--- src/rtl/uart_pkg.sv ---
// Shared definitions for the UART receiver: frame geometry, default baud
// timing and the receive state machine encoding.
package uart_pkg;

    localparam int DATA_BITS            = 8;
    localparam int DEFAULT_CLKS_PER_BIT = 139;   // 16 MHz / 115200

    typedef enum logic [2:0] {
        IDLE      = 3'd0,
        START     = 3'd1,
        DATA      = 3'd2,
        STOP      = 3'd3,
        WAIT_HIGH = 3'd4
    } state_t;

    // Counter value at which the start bit is re-checked (its middle).
    function automatic int half_bit_last(input int clks_per_bit);
        return clks_per_bit / 2 - 1;
    endfunction

endpackage

--- src/rtl/uart_rx_if.sv ---
// Byte delivery interface between the UART receiver (master) and the core
// that consumes bytes (slave). data is qualified by valid; ready accepts.
interface uart_rx_if;
    import uart_pkg::*;

    logic [DATA_BITS-1:0] data;
    logic                 valid;
    logic                 ready;
    logic                 frame_err;
    logic                 overrun;

    modport master (
        output data,
        output valid,
        output frame_err,
        output overrun,
        input  ready
    );

    modport slave (
        input  data,
        input  valid,
        input  frame_err,
        input  overrun,
        output ready
    );
endinterface

--- src/rtl/sync_2ff.sv ---
// Two-flop synchroniser for a single asynchronous input. Both flops reset
// to RESET_VAL so an idle-high pin does not look like an edge on release.
module sync_2ff #(
    parameter logic RESET_VAL = 1'b1
) (
    input  logic clk,
    input  logic reset_n,
    input  logic i_d,
    output logic o_q
);
    logic r_s1;
    logic r_s2;

    // shift the raw input through two flops to settle metastability
    always_ff @(posedge clk or negedge reset_n) begin
        if (!reset_n) begin
            r_s1 <= RESET_VAL;
            r_s2 <= RESET_VAL;
        end else begin
            r_s1 <= i_d;
            r_s2 <= r_s1;
        end
    end

    assign o_q = r_s2;
endmodule

--- src/rtl/uart_rx.sv ---
// 8N1 UART receiver. The raw pin is synchronised internally, the start bit
// is re-validated at its middle, data and stop bits are sampled at the end
// of each bit period counted from there, and completed bytes are presented
// through a single holding register with a valid/ready handshake.
module uart_rx
    import uart_pkg::*;
#(
    parameter int CLKS_PER_BIT = DEFAULT_CLKS_PER_BIT,
    parameter int CNT_W        = 16
) (
    input  logic      clk,
    input  logic      reset_n,
    input  logic      rx,
    uart_rx_if.master bus
);
    localparam logic [CNT_W-1:0] LP_BIT_LAST  = CNT_W'(CLKS_PER_BIT - 1);
    localparam logic [CNT_W-1:0] LP_HALF_LAST = CNT_W'(half_bit_last(CLKS_PER_BIT));
    localparam logic [2:0]       LP_IDX_LAST  = 3'(DATA_BITS - 1);

    logic                 w_rx_s2;

    state_t               r_state;
    state_t               w_state_next;
    logic [CNT_W-1:0]     r_cnt;
    logic [CNT_W-1:0]     w_cnt_next;
    logic [2:0]           r_bit_idx;
    logic [2:0]           w_bit_idx_next;
    logic [DATA_BITS-1:0] r_shift;
    logic [DATA_BITS-1:0] w_shift_next;
    logic                 w_complete;
    logic                 w_stop_bad;

    logic [DATA_BITS-1:0] r_data;
    logic                 r_valid;
    logic                 r_frame_err;
    logic                 r_overrun;

    sync_2ff #(
        .RESET_VAL (1'b1)
    ) u_sync (
        .clk     (clk),
        .reset_n (reset_n),
        .i_d     (rx),
        .o_q     (w_rx_s2)
    );

    // state machine and bit-timing registers
    always_ff @(posedge clk or negedge reset_n) begin
        if (!reset_n) begin
            r_state   <= IDLE;
            r_cnt     <= '0;
            r_bit_idx <= '0;
            r_shift   <= '0;
        end else begin
            r_state   <= w_state_next;
            r_cnt     <= w_cnt_next;
            r_bit_idx <= w_bit_idx_next;
            r_shift   <= w_shift_next;
        end
    end

    // next-state logic: frame sequencing, bit sampling and completion flags
    always_comb begin
        w_state_next   = r_state;
        w_cnt_next     = r_cnt;
        w_bit_idx_next = r_bit_idx;
        w_shift_next   = r_shift;
        w_complete     = 1'b0;
        w_stop_bad     = 1'b0;

        case (r_state)
            IDLE: begin
                if (!w_rx_s2) begin
                    w_state_next = START;
                    w_cnt_next   = '0;
                end
            end

            START: begin
                if (r_cnt == LP_HALF_LAST) begin
                    w_cnt_next = '0;
                    if (!w_rx_s2) begin
                        w_state_next   = DATA;
                        w_bit_idx_next = '0;
                    end else begin
                        // line went back high before mid-bit: a glitch
                        w_state_next = IDLE;
                    end
                end else begin
                    w_cnt_next = r_cnt + 1'b1;
                end
            end

            DATA: begin
                if (r_cnt == LP_BIT_LAST) begin
                    w_cnt_next     = '0;
                    w_shift_next   = {w_rx_s2, r_shift[DATA_BITS-1:1]};
                    w_bit_idx_next = r_bit_idx + 1'b1;
                    if (r_bit_idx == LP_IDX_LAST) begin
                        w_state_next = STOP;
                    end
                end else begin
                    w_cnt_next = r_cnt + 1'b1;
                end
            end

            STOP: begin
                if (r_cnt == LP_BIT_LAST) begin
                    w_cnt_next = '0;
                    if (w_rx_s2) begin
                        w_complete   = 1'b1;
                        w_state_next = IDLE;
                    end else begin
                        w_stop_bad   = 1'b1;
                        w_state_next = WAIT_HIGH;
                    end
                end else begin
                    w_cnt_next = r_cnt + 1'b1;
                end
            end

            WAIT_HIGH: begin
                // hold off until the line returns idle so a break is one error
                if (w_rx_s2) begin
                    w_state_next = IDLE;
                end
            end

            default: begin
                w_state_next = IDLE;
                w_cnt_next   = '0;
            end
        endcase
    end

    // holding register, handshake and one-cycle status pulses
    always_ff @(posedge clk or negedge reset_n) begin
        if (!reset_n) begin
            r_data      <= '0;
            r_valid     <= 1'b0;
            r_frame_err <= 1'b0;
            r_overrun   <= 1'b0;
        end else begin
            r_frame_err <= w_stop_bad;
            r_overrun   <= w_complete && r_valid && !bus.ready;
            if (w_complete && (!r_valid || bus.ready)) begin
                r_data  <= r_shift;
                r_valid <= 1'b1;
            end else if (r_valid && bus.ready) begin
                r_valid <= 1'b0;
            end
        end
    end

    assign bus.data      = r_data;
    assign bus.valid     = r_valid;
    assign bus.frame_err = r_frame_err;
    assign bus.overrun   = r_overrun;
endmodule

--- src/flat_wrapper.sv ---
// flat-port wrapper written by rule: the top's interface ports become plain ports
module uart_rx_flat import uart_pkg::*;
#(
    parameter int CLKS_PER_BIT = DEFAULT_CLKS_PER_BIT,
    parameter int CNT_W        = 16
)
  (clk, reset_n, rx, bus_data, bus_valid, bus_frame_err, bus_overrun, bus_ready);
  uart_rx_if bus_i ();
  input  logic clk;
  input  logic reset_n;
  input  logic rx;
  output wire logic [$bits(bus_i.data)-1:0] bus_data;
  output wire logic [$bits(bus_i.valid)-1:0] bus_valid;
  output wire logic [$bits(bus_i.frame_err)-1:0] bus_frame_err;
  output wire logic [$bits(bus_i.overrun)-1:0] bus_overrun;
  input wire logic [$bits(bus_i.ready)-1:0] bus_ready;
  assign bus_data = bus_i.data;
  assign bus_valid = bus_i.valid;
  assign bus_frame_err = bus_i.frame_err;
  assign bus_overrun = bus_i.overrun;
  assign bus_i.ready = bus_ready;
  uart_rx #(.CLKS_PER_BIT(CLKS_PER_BIT), .CNT_W(CNT_W)) u_core (.clk(clk), .reset_n(reset_n), .rx(rx), .bus(bus_i));
endmodule
--- config.mk ---
export PLATFORM = sky130hd
export DESIGN_NAME = uart_rx_flat
export DESIGN_NICKNAME = d
export VERILOG_FILES = /design/src/rtl/uart_pkg.sv /design/src/rtl/uart_rx_if.sv /design/src/rtl/sync_2ff.sv /design/src/rtl/uart_rx.sv /design/src/flat_wrapper.sv
export SDC_FILE = /design/constraint.sdc
export NUM_CORES = 1
export LEC_CHECK = 0
export ABC_AREA = 1
export ABC_CLOCK_PERIOD_IN_PS = 1350
export CORE_ASPECT_RATIO = 0.6
export CORE_MARGIN = 2
export CORE_UTILIZATION = 53
export DETAILED_ROUTE_END_ITERATION = 8
export MAX_ROUTING_LAYER = met4
export PLACE_DENSITY = 0.76
export SETUP_SLACK_MARGIN = 0.3
export SLEW_MARGIN = 20
export SYNTH_ARGS = -nofsm -noshare
export SYNTH_HDL_FRONTEND = slang
export SYNTH_SLANG_ARGS = --single-unit
--- constraint.sdc ---
create_clock -name clk -period 1.35 [get_ports clk]
set_input_delay 0.405 -clock clk [delete_from_list [all_inputs] [get_ports clk]]
set_output_delay 0.405 -clock clk [all_outputs]
set_load 0.01 [all_outputs]
==> impl_metrics.toml, run 1 <==
[route]
drtPass1Iterations = 4
drt-vias-per-instance = 5.03
wl_mm = 5.39
dr_wl_met3_um = 375
dr.first_iter.drc_count = 176
dr_wl_met2_mm = 2.25
route.detailed.drc = 0
wl_met1_mm = 2.74
vias = 2048
wl_per_cell_um = 13.2
dr.max_layer_used = "met4"
drtAntennaViolNets = 0

[timing]
fmax_mhz = 644
maxSlewViolCount = 0
tightest_slew_ps = 351
final.setup_skew_ps = 5.89
tns_ps = -5870
maxSlewHeadroom_pct = 76.6
hold_viol_final = 0
setup_violations = 36
layout_setup_ws_ps = -203
grt_setup_unrepaired = "true"
fin_crit_ps = 1550
fin_crit_sh_pct = 115

[logic_synthesis]
yosysWarnings = 0
ys_ff_latch = 43
yosys.area.top_type = "dfrtp_1"
synth.avg_cell_area_um2 = 8.12
netlist_area_um2 = 2260
seq_area_frac_synth_pct = 47.8
yosysUniqueCellTypes = 28
yosysTopAreaCellShare_pct = 45.5
synthCells = 278
syn_nets = 287
ys_top_cells_by_area = "dfrtp_1, nand2_1, inv_1"

[finish]
drive_above_1_share_pct = 42.9
fin_nets = 355
nFillCells = 280
antenna_cells = 0
final_cell_mix = "nand2_1, dfrtp_1, buf_4, inv_1, nor2_1"
area_growth_pct = 39.5
final_common_cell = "nand2_1"

[placement]
port-buffer-count = 14
place_hpwl_mm = 3.63
place.gp.congestion = 0.916
dpl_worst_slack_ps = -240

[clock_tree]
insertion_delay_ps = 300
clkTransAtPathRegs_ps = 90
h-tree-depth = 2
cts_buffer_depth = 2
cts.sinks = 43
cts_buffers = 5
clockRootBuffer = "clkbuf_8"
cts_tree = "built"

[grt]
grt_max_degree = 44
grt_usage_pct = 25.2
overflow = 0
grt_pass1_wl_mm = 8.83
grt_pass1_vias = 1951
antenna_found_initial = 0

[setup_path]
path_class = "reg2reg"
reg2regPathDepth = 11
critPathCaptureType = "flop"
cp.arrival_ps = 1740
worst_setup_path_start_kind = "flop"
rr_startpoint = "u_core.r_cnt[0]$_DFFE_PN0P_"
worstPathRequired_ps = 1530
r2r_end = "u_core.r_cnt[6]$_DFFE_PN0P_"
path_max_fanout = 6
crit_end = "u_core.r_cnt[6]$_DFFE_PN0P_"
cp-startpoint = "u_core.r_cnt[0]$_DFFE_PN0P_"
rrSetupSlack_ps = -200

[floorplan]
fp.coreArea_um2 = 4100
start_util_pct = 55.1
std_cell_rows = 18
ios = 15
die-area_um2 = 4810
fp.dieH_um = 54.6
die_w_um = 88.3

[pwr]
p_leak_nw = 1.54
ir_drop_mv = 0.665
p_per_area_nw_per_um2 = 698

[status]
status = "complete, but fails checks"
violations = "setup timing"

[min_path]
hold_class = "in2async"

[flow_run]
drv_cap = 0
layer usage:
layer,global-route usage [%],up-vias
met5,-,-
met1,38.8,969
met4,6.57,0
met2,33.5,58
li1,-,1017
met3,5.28,4
stage by stage:
step | hold WS, ps | cells | util, % | instance area, µm² | total power, mW
floorplan | 109 | 278 | - | 2310 | 1.32
global placement | 346 | 386 | 68.2 | 2790 | 1.37
detailed placement | 348 | 386 | 68.2 | 2790 | 1.37
CTS | 68.1 | 402 | 73.1 | 3000 | 2.22
global route | 85.6 | 407 | 76.8 | 3150 | 2.26
finish | 66.9 | 407 | 76.8 | 3150 | 2.20
kinds of logic (layout without fill, tap and decap cells):
| family | count (synthesis) | in the layout | share of synthesized area (%) |
|---|---|---|---|
| compound gates | 27 | 27 | 7.87 |
| xor+xnor | 4 | 4 | 1.55 |
| fa+ha+maj | 5 | 5 | 2.77 |
| buf+inv | 38 | 105 | 6.93 |
| flops | 43 | 43 | 47.8 |
| simple gates | 161 | 163 | 33.1 |
state kept, by name, summed over array words and instances, names as in the netlist:
name	flops
u_core.bus.data	8
u_core.bus.frame_err	1
u_core.bus.overrun	1
u_core.bus.valid	1
u_core.r_bit_idx	3
u_core.r_cnt	16
u_core.r_shift	8
u_core.r_state	3
u_core.u_sync.o_q	1
u_core.u_sync.r_s1	1
worst min path at each step:
stage,from,to,slack [ps],cells after the start
final,reset_n,u_core.r_cnt[1]$_DFFE_PN0P_,70,2
after global routing,reset_n,u_core.r_cnt[0]$_DFFE_PN0P_,90,2
after CTS,reset_n,u_core.r_cnt[1]$_DFFE_PN0P_,70,2
after detailed placement,u_core.u_sync.r_s1$_DFF_PN1_,u_core.u_sync.o_q$_DFF_PN1_,350,0
after global placement,u_core.u_sync.r_s1$_DFF_PN1_,u_core.u_sync.o_q$_DFF_PN1_,350,0
after floorplan,reset_n,u_core.bus.data[0]$_DFFE_PN0P_,110,0
cell type report:
cell class,count,area (µm²),area share [%]
clock inverter,3,23.8,0.755
tap,60,75.1,2.38
multi-input combinational,199,1250,39.7
inverter,35,139,4.41
timing repair buffer,62,510,16.2
sequential,43,1080,34.3
clock buffer,5,68.8,2.19
worst max-delay path, stage by stage, from the launching register on:
cell     delay [ps]
dfrtp_1         400
inv_2           100
ha_4            140
nand2_2          40
inv_2            50
nand2_2          50
nor2_4          100
nand2_4         110
nand2_8         130
nand2_8          70
nor2_4          170
nor2_1           70
cell usage after synthesis:
| library cell | n |
|---|---|
| o211ai_1 | 2 |
| buf_6 | 1 |
| o21ai_0 | 13 |
| o21bai_1 | 2 |
| o21ai_1 | 1 |
| dfrtp_1 | 41 |
| o21ai_2 | 8 |
| nand3_2 | 2 |
| buf_2 | 1 |
| nand2_2 | 3 |
| clkinv_1 | 1 |
| o31ai_1 | 1 |
| buf_4 | 1 |
| nand3_4 | 1 |
| ha_1 | 5 |
| nor2_2 | 4 |
| inv_1 | 30 |
| nor2_1 | 26 |
| nand4_1 | 7 |
| nor2_4 | 5 |
| inv_2 | 3 |
| dfstp_2 | 2 |
| xor2_1 | 4 |
| nand2_1 | 93 |
| nand2_4 | 3 |
| nand3_1 | 16 |
| nor3_1 | 1 |
| clkinv_2 | 1 |
timing repair:
| item | CTS | global route |
|---|---|---|
| setup buffers | 6 | 5 |
| endpoints found under the setup margin | 52 | 52 |
| resized for setup | 72 | 38 |
| hold buffers | 0 | 0 |
| pin swaps | 4 | 10 |
| hold endpoints to repair | 0 | 0 |
| gates cloned | 2 | 0 |
where the power goes:
group / leakage [nW] / switching, mW / internal [mW]
combinational: 0.928 / 0.0315 / 0.0183
clock: 0.0408 / 0.482 / 0.370
sequential: 0.576 / 0.00274 / 1.29
total: 1.54 / 0.516 / 1.68
Power figures use the tool's default switching activity.
==> run 2: changes to the inputs <==
--- a/config.mk
+++ b/config.mk
@@ -9,12 +9,11 @@
 export ABC_CLOCK_PERIOD_IN_PS = 1350
 export CORE_ASPECT_RATIO = 0.6
 export CORE_MARGIN = 2
-export CORE_UTILIZATION = 53
+export CORE_UTILIZATION = 40
 export DETAILED_ROUTE_END_ITERATION = 8
 export MAX_ROUTING_LAYER = met4
-export PLACE_DENSITY = 0.76
 export SETUP_SLACK_MARGIN = 0.3
-export SLEW_MARGIN = 20
+export SLEW_MARGIN = 25
 export SYNTH_ARGS = -nofsm -noshare
 export SYNTH_HDL_FRONTEND = slang
 export SYNTH_SLANG_ARGS = --single-unit
==> run 2 against run 1 <==
Net effect: the run still ends with setup timing left; power is 15% higher; flip-flop and latch count stayed put; fmax is 0.93% lower; critical path depth stayed put; core utilization is 16 points lower; clock power is 41% higher; non-clock buffer count is 17 higher; first-iteration DRC count is 56% lower; highest routed layer unchanged.
==> impl_metrics.toml, run 2 (synthesis results as in run 1) <==
[status]
status = "complete, but fails checks"
violations = "setup timing"

[finish]
largest_reg_flops = 16
final_common_cell = "nand2_1"
fin_nets = 371
drive_above_1_share_pct = 44.6
final_cell_mix = "nand2_1, buf_4, dfrtp_1, inv_1, nand2_2"
area_growth_pct = 47.5
antenna_cells = 0
top_register = "u_core.r_cnt"
utilization_pct = 60.3

[floorplan]
fp.coreArea_um2 = 5520
start_util_pct = 40.9
die-area_um2 = 6280
fp.dieH_um = 62.2
die_w_um = 101
ios = 15
std_cell_rows = 21

[timing]
grt_setup_unrepaired = "true"
layout_setup_ws_ps = -218
holdWs_ps = 54.6
tightest_slew_ps = 330
fmax_mhz = 638
fin_crit_sh_pct = 116
fin_crit_ps = 1570
maxSlewHeadroom_pct = 77.9
maxSlewViolCount = 0
hold_viol_final = 0
final.setup_skew_ps = 5.50
setup_violations = 37
tns_ps = -6740

[setup_path]
critPathCaptureType = "flop"
path_delay_family = "simple AND/OR/NAND/NOR gates"
path_max_fanout = 6
cp.arrival_ps = 1760
worst_setup_path_start_kind = "flop"
path_cells = "inv_2 -> ha_4 -> nand2_2 -> inv_2 -> nand2_2 -> nor2_4 -> nand2_4 -> nand2_4 -> nand2_8 -> nor2_4 -> nor2_1"
slowest_delay_ps = 400
cp_slowest_cell = "dfrtp_1"
crit_buf_inv = 2
worstPathRequired_ps = 1540
path_class = "reg2reg"

[grt]
grt_pass1_vias = 1928
grt_max_degree = 44
grt_pass1_wl_mm = 8.96
overflow = 0
antenna_found_initial = 0
grt_usage_pct = 18.8

[placement]
place.gp.congestion = 0.856
place_hpwl_mm = 3.57
port-buffer-count = 14
dpl_worst_slack_ps = -213

[clock_tree]
insertion_delay_ps = 300
clkTransAtPathRegs_ps = 90
cts_buffers = 5
cts.sinks = 43
cts_buffer_depth = 2
h-tree-depth = 2
clockRootBuffer = "clkbuf_8"
cts_tree = "built"

[route]
wl_mm = 5.48
route.detailed.drc = 0
wl_per_cell_um = 12.7
drt-vias-per-instance = 4.72
dr_wl_met3_um = 176
dr.max_layer_used = "met4"
dr.first_iter.drc_count = 78
drtAntennaViolNets = 0
dr_wl_met2_mm = 2.22
vias = 2039
drtPass1Iterations = 4
wl_met1_mm = 2.97

[pwr]
fin_total_pwr_mw = 2.54
p_leak_nw = 1.65
ir_drop_mv = 0.453
p_per_area_nw_per_um2 = 762

[flow_run]
drv_cap = 0

[min_path]
hold_class = "in2async"
run 2: routing by layer:
| layer | vias to the layer above | global-route usage (%) |
|---|---|---|
| met5 | - | - |
| met4 | 0 | 5.24 |
| met3 | 11 | 3.72 |
| met2 | 37 | 24.6 |
| met1 | 945 | 29.3 |
| li1 | 1046 | - |
run 2: final cells by class:
class,instances,area (µm²)
fillers,491,2190
clock buffers,5,68.8
well taps,69,86.3
flip-flops and latches,43,1080
repair buffers,79,666
clock inverters,3,67.6
inverters,35,139
multi-input cells,198,1220
run 2: repair_timing:
action	CTS	global route
buffers inserted	12	15
pin swaps	6	27
setup endpoints to repair	52	52
resized for setup	71	45
hold buffers	0	0
hold endpoints to repair	0	0
gates cloned	2	0
run 2: per-stage QoR:
step | instance area, µm² | cells
2_1_floorplan | 2310 | 278
3_3_place_gp | 2810 | 395
3_5_place_dp | 2810 | 395
4_1_cts | 3100 | 417
5_1_grt | 3330 | 432
6_report | 3330 | 432
run 2: final timing paths:
kind,end,cells past startpoint,start,slack (ps)
worst max-delay path,u_core.r_cnt[7]$_DFFE_PN0P_,11,u_core.r_cnt[0]$_DFFE_PN0P_,-220
worst min-delay path,u_core.r_cnt[14]$_DFFE_PN0P_,2,reset_n,50
worst max register to register,u_core.r_cnt[7]$_DFFE_PN0P_,11,u_core.r_cnt[0]$_DFFE_PN0P_,-220
worst min register to register,u_core.u_sync.o_q$_DFF_PN1_,0,u_core.u_sync.r_s1$_DFF_PN1_,360
max in group asynchronous,u_core.u_sync.o_q$_DFF_PN1_,2,reset_n,1030
min in group clk,u_core.u_sync.o_q$_DFF_PN1_,0,u_core.u_sync.r_s1$_DFF_PN1_,360
run 2: power breakdown:
group	leakage, nW	internal, mW	switching, mW	total (mW)
logic	1.01	0.0166	0.0303	0.0469
registers	0.576	1.29	0.00273	1.29
clock network	0.0644	0.738	0.458	1.20
total	1.65	2.05	0.491	2.54
==> run 3: changes to the inputs <==
--- a/config.mk
+++ b/config.mk
@@ -8,7 +8,6 @@
 export ABC_AREA = 1
 export ABC_CLOCK_PERIOD_IN_PS = 1350
 export CORE_ASPECT_RATIO = 0.6
-export CORE_MARGIN = 2
 export CORE_UTILIZATION = 40
 export DETAILED_ROUTE_END_ITERATION = 8
 export MAX_ROUTING_LAYER = met4
==> run 3 against run 2 <==
Net effect: highest routed layer unchanged; routed wire length down 0.80%; via count decreased by 1.5%; final area shrank 2.6%; core utilization is 1.3 points higher; the flow still finishes with violations (setup timing); die area decreased by 5.1%.
==> impl_metrics.toml, run 3 (synthesis results as in run 1) <==
[status]
status = "complete, but fails checks"
violations = "setup timing"

[route]
route.detailed.drc = 0
dr.first_iter.drc_count = 70
vias = 2008
wl_met1_mm = 2.99
drtAntennaViolNets = 0
drt-vias-per-instance = 4.74
drtPass1Iterations = 4
wl_mm = 5.43
dr.max_layer_used = "met4"
dr_wl_met3_um = 193
wl_per_cell_um = 12.8
dr_wl_met2_mm = 2.23

[setup_path]
crit_buf_inv = 3
path_max_fanout = 5
path_delay_family = "simple AND/OR/NAND/NOR gates"
cp_slowest_cell = "dfrtp_1"
worstPathRequired_ps = 1580
critPathCaptureType = "flop"
rr_startpoint = "u_core.r_cnt[0]$_DFFE_PN0P_"
cp.arrival_ps = 1820
worst_setup_path_start_kind = "flop"
path_cells = "inv_2 -> ha_4 -> nand2_2 -> inv_2 -> nand2_2 -> nor2_4 -> nand2_4 -> nor2_4 -> clkbuf_16 -> nand2_1 -> nand2_1"
path_class = "reg2reg"
rrSetupSlack_ps = -240
r2r_end = "u_core.r_shift[4]$_DFFE_PN0P_"
slowest_delay_ps = 390
reg2regPathDepth = 11

[grt]
grt_usage_pct = 20.3
grt_pass1_vias = 1874
grt_pass1_wl_mm = 8.83
grt_max_degree = 20
overflow = 0
antenna_found_initial = 0

[finish]
fin_area_um2 = 3240
antenna_cells = 0
largest_reg_flops = 16
utilization_pct = 61.7
fin_cells = 424
final_common_cell = "nand2_1"
top_register = "u_core.r_cnt"
area_growth_pct = 43.6
drive_above_1_share_pct = 43.3
final_cell_mix = "nand2_1, buf_4, dfrtp_1, inv_1, nor2_1"
fin_nets = 366

[clock_tree]
clockRootBuffer = "clkbuf_8"
cts.sinks = 43
clkTransAtPathRegs_ps = 90
h-tree-depth = 2
cts_tree = "built"
insertion_delay_ps = 290
cts_buffers = 5
cts_buffer_depth = 2
postCtsHoldBufs = 0

[timing]
layout_setup_ws_ps = -241
fin_crit_sh_pct = 118
tns_ps = -6830
final.setup_skew_ps = 7.73
hold_viol_final = 0
tightest_slew_ps = 355
grt_setup_unrepaired = "true"
maxSlewHeadroom_pct = 76.2
setup_violations = 38
fin_crit_ps = 1590
fmax_mhz = 629
maxSlewViolCount = 0

[pwr]
p_per_area_nw_per_um2 = 667
p_leak_nw = 1.60
ir_drop_mv = 0.417

[floorplan]
fp.dieH_um = 60.2
die_w_um = 99.0
die-area_um2 = 5960
std_cell_rows = 20
ios = 15
start_util_pct = 43.0
fp.coreArea_um2 = 5260

[placement]
place_hpwl_mm = 3.66
port-buffer-count = 14
post_dp_cell_area_um2 = 2850
dp_cells = 395
dpl_worst_slack_ps = -249
place.gp.congestion = 0.863

[min_path]
hold_class = "in2async"

[flow_run]
drv_cap = 0
-- run 3: per-layer routing --
layer,global-route usage (%),vias up
li1,-,1030
met1,29.9,954
met2,28.4,22
met3,4.21,2
met4,4.48,0
met5,-,-
-- run 3: worst max-delay path by stage --
stage                                     start                        endpoint  slack (ps)  cells after the start
floorplan           u_core.r_cnt[0]$_DFFE_PN0P_  u_core.bus.data[7]$_DFFE_PN0P_         -90                     12
global placement                      bus_ready  u_core.bus.data[5]$_DFFE_PN0P_        -220                      6
detailed placement                    bus_ready  u_core.bus.data[4]$_DFFE_PN0P_        -250                      6
CTS                 u_core.r_cnt[0]$_DFFE_PN0P_    u_core.r_cnt[13]$_DFFE_PN0P_        -220                     12
global route        u_core.r_cnt[0]$_DFFE_PN0P_   u_core.r_shift[5]$_DFFE_PN0P_        -370                     11
finish              u_core.r_cnt[0]$_DFFE_PN0P_   u_core.r_shift[4]$_DFFE_PN0P_        -240                     11
-- run 3: layout make-up --
cell class              count  area (µm²)
clock inverters             2        12.5
multi-input cells         198        1220
fillers                   449        2010
well taps                  66        82.6
clock buffers               6        72.6
flip-flops and latches     43        1080
inverters                  35         139
repair buffers             74         628
-- run 3: repair_timing --
item | CTS | global route
buffers inserted | 9 | 10
pin swaps | 4 | 19
cloned | 1 | 1
setup endpoints to repair | 52 | 52
resized for setup | 62 | 42
-- run 3: power breakdown --
part | internal [mW] | switching [mW] | total, mW
sequential | 1.29 | 0.00282 | 1.29
clock | 0.362 | 0.449 | 0.811
combinational | 0.0220 | 0.0338 | 0.0557
total | 1.68 | 0.485 | 2.16
-- run 3: metrics by stage --
| stage | hold WS (ps) | total power [mW] |
|---|---|---|
| floorplan | 109 | 1.32 |
| global placement | 325 | 1.38 |
| detailed placement | 324 | 1.38 |
| CTS | 5.14 | 2.19 |
| global route | 9.05 | 2.26 |
| finish | 0.808 | 2.16 |
